<file path="config.mk">
export PLATFORM = sky130hd
export DESIGN_NAME = seq_mult
export DESIGN_NICKNAME = d
export VERILOG_FILES = /design/src/rtl/seq_mult.sv
export SDC_FILE = /design/constraint.sdc
export NUM_CORES = 1
export LEC_CHECK = 0
export CORE_UTILIZATION = 59
export DETAILED_ROUTE_END_ITERATION = 10
export GPL_ROUTABILITY_DRIVEN = 0
export PLACE_DENSITY_LB_ADDON = 0.2
export SLEW_MARGIN = 20
export SYNTH_ARGS = -nofsm -noshare
export SYNTH_HDL_FRONTEND = slang
export SYNTH_SLANG_ARGS = --single-unit
</file>
<file path="constraint.sdc">
create_clock -name Clk -period 3.5 [get_ports Clk]
set_input_delay 1.05 -clock Clk [delete_from_list [all_inputs] [get_ports Clk]]
set_output_delay 1.05 -clock Clk [all_outputs]
set_load 0.03 [all_outputs]
</file>
<file path="src/rtl/seq_mult.sv">
// Shift-add sequential multiplier (unsigned or two's complement), one ADD and one SHIFT cycle per bit.
// Optional Abort input enabled by defining SEQ_MULT_ABORT_EN.
module seq_mult #(
    parameter int WIDTH = 8
) (
    input  logic               Clk,
    input  logic               Reset,
    input  logic               St,
    input  logic               Signed,
    input  logic [WIDTH-1:0]   A,
    input  logic [WIDTH-1:0]   B,
`ifdef SEQ_MULT_ABORT_EN
    input  logic               Abort,
`endif
    output logic               Idle,
    output logic               Busy,
    output logic               Done,
    output logic [2*WIDTH-1:0] P
);

    localparam int CNT_W = (WIDTH > 2) ? $clog2(WIDTH) : 1;

    typedef enum logic [1:0] {
        S_IDLE  = 2'd0,
        S_ADD   = 2'd1,
        S_SHIFT = 2'd2,
        S_DONE  = 2'd3
    } state_t;

    state_t             state_q, state_d;
    logic [WIDTH-1:0]   mcand_q, mcand_d;
    logic [WIDTH-1:0]   mq_q, mq_d;
    logic [WIDTH:0]     acc_q, acc_d;
    logic [CNT_W-1:0]   cnt_q, cnt_d;
    logic               neg_q, neg_d;
    logic [2*WIDTH-1:0] p_q, p_d;

    logic               abort_req;
    logic [2*WIDTH:0]   shifted;
    logic [2*WIDTH-1:0] prod_mag;

`ifdef SEQ_MULT_ABORT_EN
    assign abort_req = Abort;
`else
    assign abort_req = 1'b0;
`endif

    // Magnitudes stay WIDTH-bit unsigned so the most-negative operand is exact.
    function automatic logic [WIDTH-1:0] magnitude(input logic [WIDTH-1:0] x, input logic is_signed);
        return (is_signed && x[WIDTH-1]) ? -x : x;
    endfunction

    assign shifted  = {acc_q, mq_q} >> 1;
    assign prod_mag = shifted[2*WIDTH-1:0];

    // NOTE: every register is reset because P and the handshake must be defined right after Reset.
    always_ff @(posedge Clk or posedge Reset) begin
        if (Reset) begin
            state_q <= S_IDLE;
            mcand_q <= '0;
            mq_q    <= '0;
            acc_q   <= '0;
            cnt_q   <= '0;
            neg_q   <= 1'b0;
            p_q     <= '0;
        end else begin
            // NOTE: non-blocking assignments so all registers update from the same pre-edge values.
            state_q <= state_d;
            mcand_q <= mcand_d;
            mq_q    <= mq_d;
            acc_q   <= acc_d;
            cnt_q   <= cnt_d;
            neg_q   <= neg_d;
            p_q     <= p_d;
        end
    end

    always_comb begin
        // NOTE: defaults first so no path leaves a signal unassigned and infers a latch.
        state_d = state_q;
        mcand_d = mcand_q;
        mq_d    = mq_q;
        acc_d   = acc_q;
        cnt_d   = cnt_q;
        neg_d   = neg_q;
        p_d     = p_q;
        Idle    = 1'b0;
        Busy    = 1'b0;
        Done    = 1'b0;

        case (state_q)
            S_IDLE: begin
                Idle = 1'b1;
                if (St) begin
                    mcand_d = magnitude(A, Signed);
                    mq_d    = magnitude(B, Signed);
                    acc_d   = '0;
                    cnt_d   = '0;
                    neg_d   = Signed & (A[WIDTH-1] ^ B[WIDTH-1]);
                    state_d = S_ADD;
                end
            end
            S_ADD: begin
                Busy = 1'b1;
                if (mq_q[0]) begin
                    acc_d = {1'b0, acc_q[WIDTH-1:0]} + {1'b0, mcand_q};
                end
                state_d = abort_req ? S_IDLE : S_SHIFT;
            end
            S_SHIFT: begin
                Busy  = 1'b1;
                acc_d = shifted[2*WIDTH:WIDTH];
                mq_d  = shifted[WIDTH-1:0];
                cnt_d = cnt_q + CNT_W'(1);
                if (abort_req) begin
                    state_d = S_IDLE;
                end else if (cnt_q == CNT_W'(WIDTH - 1)) begin
                    p_d     = neg_q ? -prod_mag : prod_mag;
                    state_d = S_DONE;
                end else begin
                    state_d = S_ADD;
                end
            end
            S_DONE: begin
                Done    = 1'b1;
                state_d = S_IDLE;
            end
            default: begin
                state_d = S_IDLE;
            end
        endcase
    end

    assign P = p_q;

endmodule
</file>
# After elaboration in Yosys (flattened, before gate mapping)
# Cells that the tools add are included.
word_totals:
  in_bits: 20
  wordCells: 46
  reg_bits: 47
  output_inout_bits: 19
classes:
  eq_ne: 6
  n_bitwise: 2
  muxes: 16
  addsub: 5
  n_reduce_logical: 10
op_table:
  columns: ["cell", "count"]
  rows:
  - ["9-bit one-hot mux with 3 select lines", 1]
  - ["8-bit two-way mux", 3]
  - ["9-bit two-way mux", 2]
  - ["16-bit two-way mux", 1]
  - ["16-bit negation", 1]
  - ["8-bit negation", 2]
  - ["8-bit one-hot mux with 2 select lines", 1]
  - ["8-bit by 8-bit adder with 9-bit output", 1]
  - ["2-bit one-hot mux with 4 select lines", 1]
  - ["3-bit one-hot mux with 2 select lines", 1]
  - ["2-bit AND reduction", 3]
  - ["2-bit == test (second input constant)", 2]
  - ["2-bit two-way mux", 2]
  - ["2-bit != test (second input constant)", 2]
  - ["3-bit by 1-bit adder with 3-bit output (second input constant)", 1]
  - ["3-bit == test (second input constant)", 1]
  - ["1-bit two-way mux", 3]
  - ["3-bit two-way mux", 1]
  - ["3-bit AND reduction", 1]
  - ["3-bit nonzero test", 1]
  - ["2-bit by 1-bit == test with 1-bit output (second input constant)", 1]
  - ["1-bit logical AND", 2]
  - ["2-bit logical NOT", 1]
  - ["2-bit nonzero test", 1]
  - ["other kinds (3)", 3]

# Logic depth before layout (Yosys ltp)
# Gate-level depths: netlist (run 1).
depth:
  word_depth: 4
  ltp_mapped: 8

# Worst setup path after synthesis (run 1)
# No wires, ideal clock.
synth_timing:
  kind: "input to register"
  start: "in A[2]"
  end: "reg mcand_q[7]"
  t_required_ns: 3.416
  arrival_ns: 2.109
  path_stages: 5
  n_path_buf: 0
  setup_slack_ns: 1.307
  cell_sequence: "or3_1 or3_1 o31ai_1 nand2_1 o21ai_0"
synth_via:
  elab_chain_cells: 2
synth_lines:
  columns: ["element", "line", "text"]
  rows:
  - ["from (decl)", "10", "input logic [WIDTH-1:0] A,"]
  - ["8-bit negation", "50", "return (is_signed && x[WIDTH-1]) ? -x : x;"]
  - ["8-bit two-way mux", "50", null]
  - ["to (signal assigned)", "69", "mcand_q <= mcand_d;"]
  - ["to (decl)", "31", "logic [WIDTH-1:0] mcand_q, mcand_d;"]
# No other way between the ends.
# A chain may end at the register's enable or synchronous reset.

# Final worst setup path (run 1)
layout_timing:
  start: "reg state_q[0]"
  end: "out Busy"
layout_via:
  elab_chain_cells: 3
  word_cells_on_any_way: 4
  classes_between: "eq/ne: 2; mux: 1; reduce/logical: 1"
layout_lines:
  columns: ["element", "line", "text"]
  rows:
  - ["from (decl)", "30", "state_t state_q, state_d;"]
  - ["from (signal assigned)", "68", "state_q <= state_d;"]
  - ["2-bit == test or 2-bit by 1-bit == test with 1-bit output (tied branches)", "91", "case (state_q)"]
  - ["2-bit OR reduction (no line) *", null, null]
  - ["1-bit two-way mux *", "91", null]
  - ["to (decl)", "16", "output logic Busy,"]
# Mark *: on every way between the ends. The rest lies on a longest branch, timed or not.

==> results of run 1 <==
through the flow:
| stage | std cells | hold WS [ns] | utilization (%) | area (sq um) |
|---|---|---|---|---|
| floorplan | 318 | 0.456 | - | 2890 |
| global placement | 412 | 0.461 | 69.9 | 3300 |
| detailed placement | 412 | 0.470 | 69.9 | 3300 |
| CTS | 420 | 0.489 | 72.1 | 3410 |
| global route | 420 | 0.517 | 72.1 | 3410 |
| finish | 420 | 0.484 | 72.1 | 3410 |
placed cells by master (no fill, tap or decap), drive strengths merged, types with 4 or more instances in the layout:
| master | count |
|---|---|
| nand2 | 48 |
| dfrtp | 47 |
| o21ai | 46 |
| clkdlybuf4s50 | 38 |
| a21oi | 22 |
| xor2 | 19 |
| ha | 17 |
| inv | 13 |
| nor2 | 11 |
| nand3 | 8 |
| nor3 | 8 |
| o31ai | 8 |
| clkbuf | 7 |
| or3 | 6 |
| xnor2 | 6 |
| and3 | 5 |
| mux2i | 5 |
| nor2b | 4 |
worst max-delay path, stage by stage (launching register included):
cell	delay, ns
dfrtp_1	0.41
inv_1	0.10
ha_1	0.35
clkdlybuf4s50_1	0.69
logic make-up (layout without fill, tap and decap cells):
kind of cell / Yosys count / after routing / share of synthesized area (%)
buf+inv: 26 / 61 / 3.85
simple gates: 101 / 101 / 17.4
mux: 6 / 6 / 2.12
flops: 47 / 47 / 40.7
compound gates: 95 / 95 / 20.3
fa+ha+maj: 18 / 18 / 8.05
xor+xnor: 25 / 25 / 7.58
power breakdown:
| group | internal [mW] | total [mW] | switching [mW] |
|---|---|---|---|
| logic | 0.476 | 1.12 | 0.649 |
| clock network | 0.180 | 0.367 | 0.187 |
| registers | 0.696 | 0.903 | 0.207 |
| total | 1.35 | 2.39 | 1.04 |
sequential cells by signal (all words and copies together) (netlist names):
name,cells
acc_q,9
mcand_q,8
P,16
state_q,2
mq_q,8
neg_q,1
cnt_q,3
synth_stat cells, types with 2 or more instances:
cell,instances
a31oi_1,2
a211oi_1,3
nand2_1,48
nand3_1,8
mux2i_1,5
o21ai_0,42
xor2_1,19
o31ai_1,7
and3_1,5
ha_1,17
nor2_1,11
or3_1,6
dfrtp_1,47
o22ai_1,2
a32o_1,2
xnor2_1,6
clkbuf_1,8
o21ai_1,4
nand2b_1,2
a21oi_1,22
nor3_1,8
o21a_1,3
nor2b_1,4
inv_1,14
per-layer routing:
metal | share of wire [%] | wire [um] | up-vias
li1 | - | - | 1200
met1 | 47 | 2610 | 1081
met2 | 48 | 2700 | 67
met3 | 3.6 | 198 | 7
met4 | 1.2 | 69 | 0
met5 | 0 | 0 | -
final cells by class:
cell class / instances / area share (%)
inverter: 14 / 1.54
multi-input combinational: 245 / 47.0
timing repair buffer: 39 / 11.4
tap: 67 / 2.46
clock inverter: 1 / 0.220
sequential: 47 / 34.5
clock buffer: 7 / 2.83
path summary, 6_finish.rpt:
| check | from | to | slack [ns] | depth (start not counted) |
|---|---|---|---|---|
| setup / recovery | state_q[0]$_DFFE_PP0P_ | Busy | 0.60 | 3 |
| hold / removal | P[13]$_DFFE_PP0P_ | P[13]$_DFFE_PP0P_ | 0.48 | 2 |
| setup reg to reg | state_q[0]$_DFFE_PP0P_ | P[7]$_DFFE_PP0P_ | 1.12 | 5 |
| hold reg to reg | P[13]$_DFFE_PP0P_ | P[13]$_DFFE_PP0P_ | 0.48 | 2 |
| max in group asynchronous | Reset | P[9]$_DFFE_PP0P_ | 1.93 | 3 |
| min in group asynchronous | Reset | P[4]$_DFFE_PP0P_ | 1.19 | 3 |
==> impl_metrics.py, run 1 <==
metrics = {
    "clocking": {
        "ctsHoldBuffers": 0,
        "cts_made_buffers": 5,
        "htree_levels": 2,
        "ctsResizeCount": 0,
        "clkLatencyLatePin_ns": 0.30,
        "cts_tree": "built",
        "cts_post_setup_buffers_inserted": 0,
        "clockBufferDepth": 2,
        "clkTransAtPathRegs_ns": 0.09,
        "numClockSinks": 47,
        "cts_root_buf": "clkbuf_8",
    },
    "synth": {
        "async_reset_ff_share_pct": 100,
        "synthTopCellsByArea": "dfrtp_1 41%, ha_1 7.4%, o21ai_0 7.3%",
        "yosys.area.top_type": "dfrtp_1",
        "yosysTopAreaCellShare_pct": 40.7,
        "synth_area_sq_mm": 0.00289,
        "synth_cell_types": 47,
        "synth-seq-area-share_pct": 40.7,
        "ys.flop_type": "dfrtp_1",
        "synth_seq_cells": 47,
        "synth_area_per_cell_sq_um": 9.09,
        "synthesis.nets": 356,
        "yosys_warnings": 0,
        "synthCells": 318,
        "synth_edf_count": 0,
    },
    "timing": {
        "fmax_ghz": 0.345,
        "finalHoldViolCount": 0,
        "finalCriticalPeriod_ns": 2.90,
        "skew_ns": 0.00454,
        "setup_viol": 0,
        "rsz0062_at_grt": "no",
        "setup_tns_ns": 0,
        "slew_violations": 0,
        "fin_crit_sh_pct": 82.8,
        "tightest_slew_ns": 0.973,
        "relSlewSlack_pct": 34.7,
        "layout_setup_ws_ns": 0.602,
    },
    "routing": {
        "routed_wirelength_um": 5580,
        "final_antenna_net_count": 0,
        "drc": 0,
        "dr.pass1.iters": 4,
        "via_per_inst": 5.61,
        "vias": 2355,
        "drt_iter0_markers": 120,
        "avgRoutedWirePerCell_um": 13.3,
    },
    "layout": {
        "n_fill_cell": 364,
        "diodes": 0,
        "layout.nets": 390,
        "drive_above_1_share_pct": 4.53,
        "register_area_sq_mm": 0.00118,
        "syn_to_final_growth_pct": 17.9,
        "multi_input_area_sq_mm": 0.00160,
    },
    "place": {
        "portBuffers": 38,
        "hpwlAfterDp_um": 4220,
        "dp_worst_setup_slack_ns": 0.648,
    },
    "setup_path": {
        "worst_ep_required_time_ns": 2.45,
        "worstSetupStartpointType": "register",
        "path_class": "register to output port",
        "crit_path_end_kind": "output port",
        "path_max_fanout": 4,
        "critPathArrivalTime_ns": 1.85,
    },
    "hold_path": {
        "hp-class": "register to register",
    },
    "power": {
        "powerDensity_mw_per_mm2": 703,
        "p_leak_nw": 1.52,
        "peakVddDrop_mv": 0.407,
        "total_power_mw": 2.39,
    },
    "die": {
        "initial_core_util_pct": 61.2,
        "die_x_um": 72.0,
        "core_sq_mm": 0.00472,
        "pin_count": 39,
        "die_area_sq_mm": 0.00518,
        "row_count": 25,
        "fp.dieH_um": 72.0,
    },
    "global_route": {
        "met3_usage_pct": 4.58,
        "antenna_found_initial": 0,
        "grt-busiest-layer": "met2",
        "grt_use_total_pct": 24.2,
        "grt_max_degree": 48,
        "global_route.usage.met2_pct": 40.1,
        "use_met1_pct": 31.8,
        "grt_pass1_wl_um": 9690,
        "grt_pass1_vias": 2143,
        "grt.overflow.total": 0,
    },
    "run_status": {
        "status": "complete, no violations",
    },
    "run": {
        "max_cap_violations": 0,
    },
}
(Power assumes the default switching activity.)
==> inputs of run 2 (changes only) <==
Settings changed: CORE_UTILIZATION 59 to 50.
Clock period 3.5 ns to 2.4 ns, I/O delays scaled along.
==> run 2 against run 1 <==
Net effect:
- global-route usage is 4.0 points lower
- die area is 17% higher
- core utilization is 9.0 points lower
- critical path depth stayed put
- clock power is 63% higher
- wire length is 1.3% higher
- clock skew is 0.0034 ns higher
- sequential power is 46% higher
- via count is 0.13% lower
- critical endpoint unchanged
- largest cell class unchanged
- largest power group unchanged
==> impl_metrics.py, run 2 (synthesis results as in run 1) <==
metrics = {
    "layout": {
        "diodes": 0,
        "syn_to_final_growth_pct": 21.0,
        "largest_register_ffs": 16,
        "layout.nets": 398,
        "final_common_cell": "nand2_1",
        "drive_above_1_share_pct": 6.65,
        "final_cell_mix": "48 x nand2_1, 47 x dfrtp_1, 42 x o21ai_0, 35 x clkdlybuf4s50_1, 22 x a21oi_1",
    },
    "routing": {
        "dr.pass1.iters": 4,
        "drc": 0,
        "route.met3.wl_um": 171,
        "final_antenna_net_count": 0,
        "drt_iter0_markers": 88,
        "drt-met1-wl_um": 2690,
        "via_per_inst": 5.43,
        "vias": 2352,
        "top_layer": "met4",
        "dr_wl_met2_um": 2760,
        "avgRoutedWirePerCell_um": 13.0,
        "routed_wirelength_um": 5650,
    },
    "global_route": {
        "grt_max_degree": 48,
        "grt_pass1_wl_um": 9850,
        "grt.overflow.total": 0,
        "grt_use_total_pct": 20.2,
        "antenna_found_initial": 0,
        "grt_pass1_vias": 2195,
    },
    "setup_path": {
        "critPathArrivalTime_ns": 1.54,
        "worstSetupStartpoint": "state_q[0]$_DFFE_PP0P_",
        "path_class": "register to output port",
        "crit_end": "Busy",
        "worstSetupStartpointType": "register",
        "r2r_cells": 8,
        "cp_slowest_cell": "dfrtp_1",
        "path_max_fanout": 4,
        "crit_path_end_kind": "output port",
        "cp_slowest_stage_delay_ns": 0.42,
        "path_cells": "inv_1 > ha_1 > dlygate4sd2_1",
        "r2r-end": "acc_q[6]$_DFFE_PP0P_",
        "r2r_slack_ns": 0.30,
        "worst_ep_required_time_ns": 1.68,
        "timing.rr.start": "state_q[0]$_DFFE_PP0P_",
    },
    "timing": {
        "finalCriticalPeriod_ns": 2.26,
        "relSlewSlack_pct": 55.9,
        "fmax_ghz": 0.442,
        "setup_viol": 0,
        "finalHoldViolCount": 0,
        "whs_ns": 0.481,
        "slew_violations": 0,
        "setup_tns_ns": 0,
        "tightest_slew_ns": 0.657,
        "layout_setup_ws_ns": 0.139,
        "rsz0062_at_grt": "no",
        "skew_ns": 0.00796,
        "fin_crit_sh_pct": 94.2,
    },
    "power": {
        "powerDensity_mw_per_mm2": 1030,
        "netSwitchingPower_mw": 1.53,
        "peakVddDrop_mv": 0.407,
        "pwr-share-clk_pct": 16.7,
        "p_int_mw": 2.07,
        "comb_power_share_pct": 46.7,
        "seqPwrFrac_pct": 36.6,
        "p_leak_nw": 1.58,
        "swShare_pct": 42.5,
    },
    "clocking": {
        "clkTransAtPathRegs_ns": 0.09,
        "clkLatencyLatePin_ns": 0.29,
        "ctsResizeCount": 3,
        "ctsHoldBuffers": 0,
        "cts_made_buffers": 5,
        "htree_levels": 2,
        "cts_root_buf": "clkbuf_8",
        "cts_post_setup_buffers_inserted": 0,
        "clockBufferDepth": 2,
        "cts_tree": "built",
        "numClockSinks": 47,
    },
    "place": {
        "dp_worst_setup_slack_ns": 0.0353,
        "portBuffers": 38,
        "hpwlAfterDp_um": 4370,
    },
    "die": {
        "row_count": 27,
        "fp.dieH_um": 78.0,
        "core_sq_mm": 0.00554,
        "initial_core_util_pct": 52.2,
        "die_x_um": 78.0,
        "die_area_sq_mm": 0.00609,
        "pin_count": 39,
    },
    "hold_path": {
        "hp-class": "register to register",
    },
    "run_status": {
        "status": "complete, no violations",
    },
    "run": {
        "max_cap_violations": 0,
    },
}
run 2: worst min-delay path by stage:
stage,from,to,slack (ns),cells past startpoint
after detailed placement,P[6]$_DFFE_PP0P_,P[6]$_DFFE_PP0P_,0.47,2
after global placement,P[9]$_DFFE_PP0P_,P[9]$_DFFE_PP0P_,0.46,2
after CTS,P[6]$_DFFE_PP0P_,P[6]$_DFFE_PP0P_,0.49,2
after global routing,P[7]$_DFFE_PP0P_,P[7]$_DFFE_PP0P_,0.52,2
after floorplan,mcand_q[0]$_DFFE_PP0P_,mcand_q[0]$_DFFE_PP0P_,0.46,2
final,P[6]$_DFFE_PP0P_,P[6]$_DFFE_PP0P_,0.48,2
run 2: worst max-delay path: cells and delay by family, from the launching register on:
kind / cells / cell delay [ns]
fa+ha+maj: 1 / 0.33
flops: 1 / 0.42
buf+inv: 2 / 0.50
run 2: stage by stage:
| step | util [%] | cell area, sq um | total power [mW] | instances |
|---|---|---|---|---|
| 3_3_place_gp | 61.0 | 3380 | 2.97 | 425 |
| 4_1_cts | 63.1 | 3500 | 3.62 | 433 |
| 6_report | 63.1 | 3500 | 3.59 | 433 |
| 5_1_grt | 63.1 | 3500 | 3.88 | 433 |
| 2_1_floorplan | - | 2890 | 2.54 | 318 |
| 3_5_place_dp | 61.0 | 3380 | 3.03 | 425 |
run 2: routing by layer:
layer,GRT usage [%],vias to the layer above
met4,5.37,0
met1,26.3,1088
met2,35.4,48
li1,-,1214
met3,2.79,2
met5,0,-
run 2: final cells by class:
type	instances	area [sq um]
clock buffer	6	82.6
multi-input combinational	245	1600
timing repair buffer	47	457
inverter	14	52.6
clock inverter	2	35.0
fill	479	2040
sequential	47	1180
tap	72	90.1
run 2: power by group through the flow:
stage | combinational [mW] | sequential (mW) | clock, mW
finish | 1.68 | 1.32 | 0.600
global route | 1.89 | 1.36 | 0.634
CTS | 1.69 | 1.31 | 0.618
detailed placement | 1.70 | 1.33 | 0
global placement | 1.65 | 1.32 | 0
floorplan | 1.29 | 1.25 | 0
==> inputs of run 3 (changes only) <==
Settings changed: SLEW_MARGIN 20 to unset.
==> results of run 3 <==
Same layout as run 2: the final DEF is identical, and so are final timing and power.
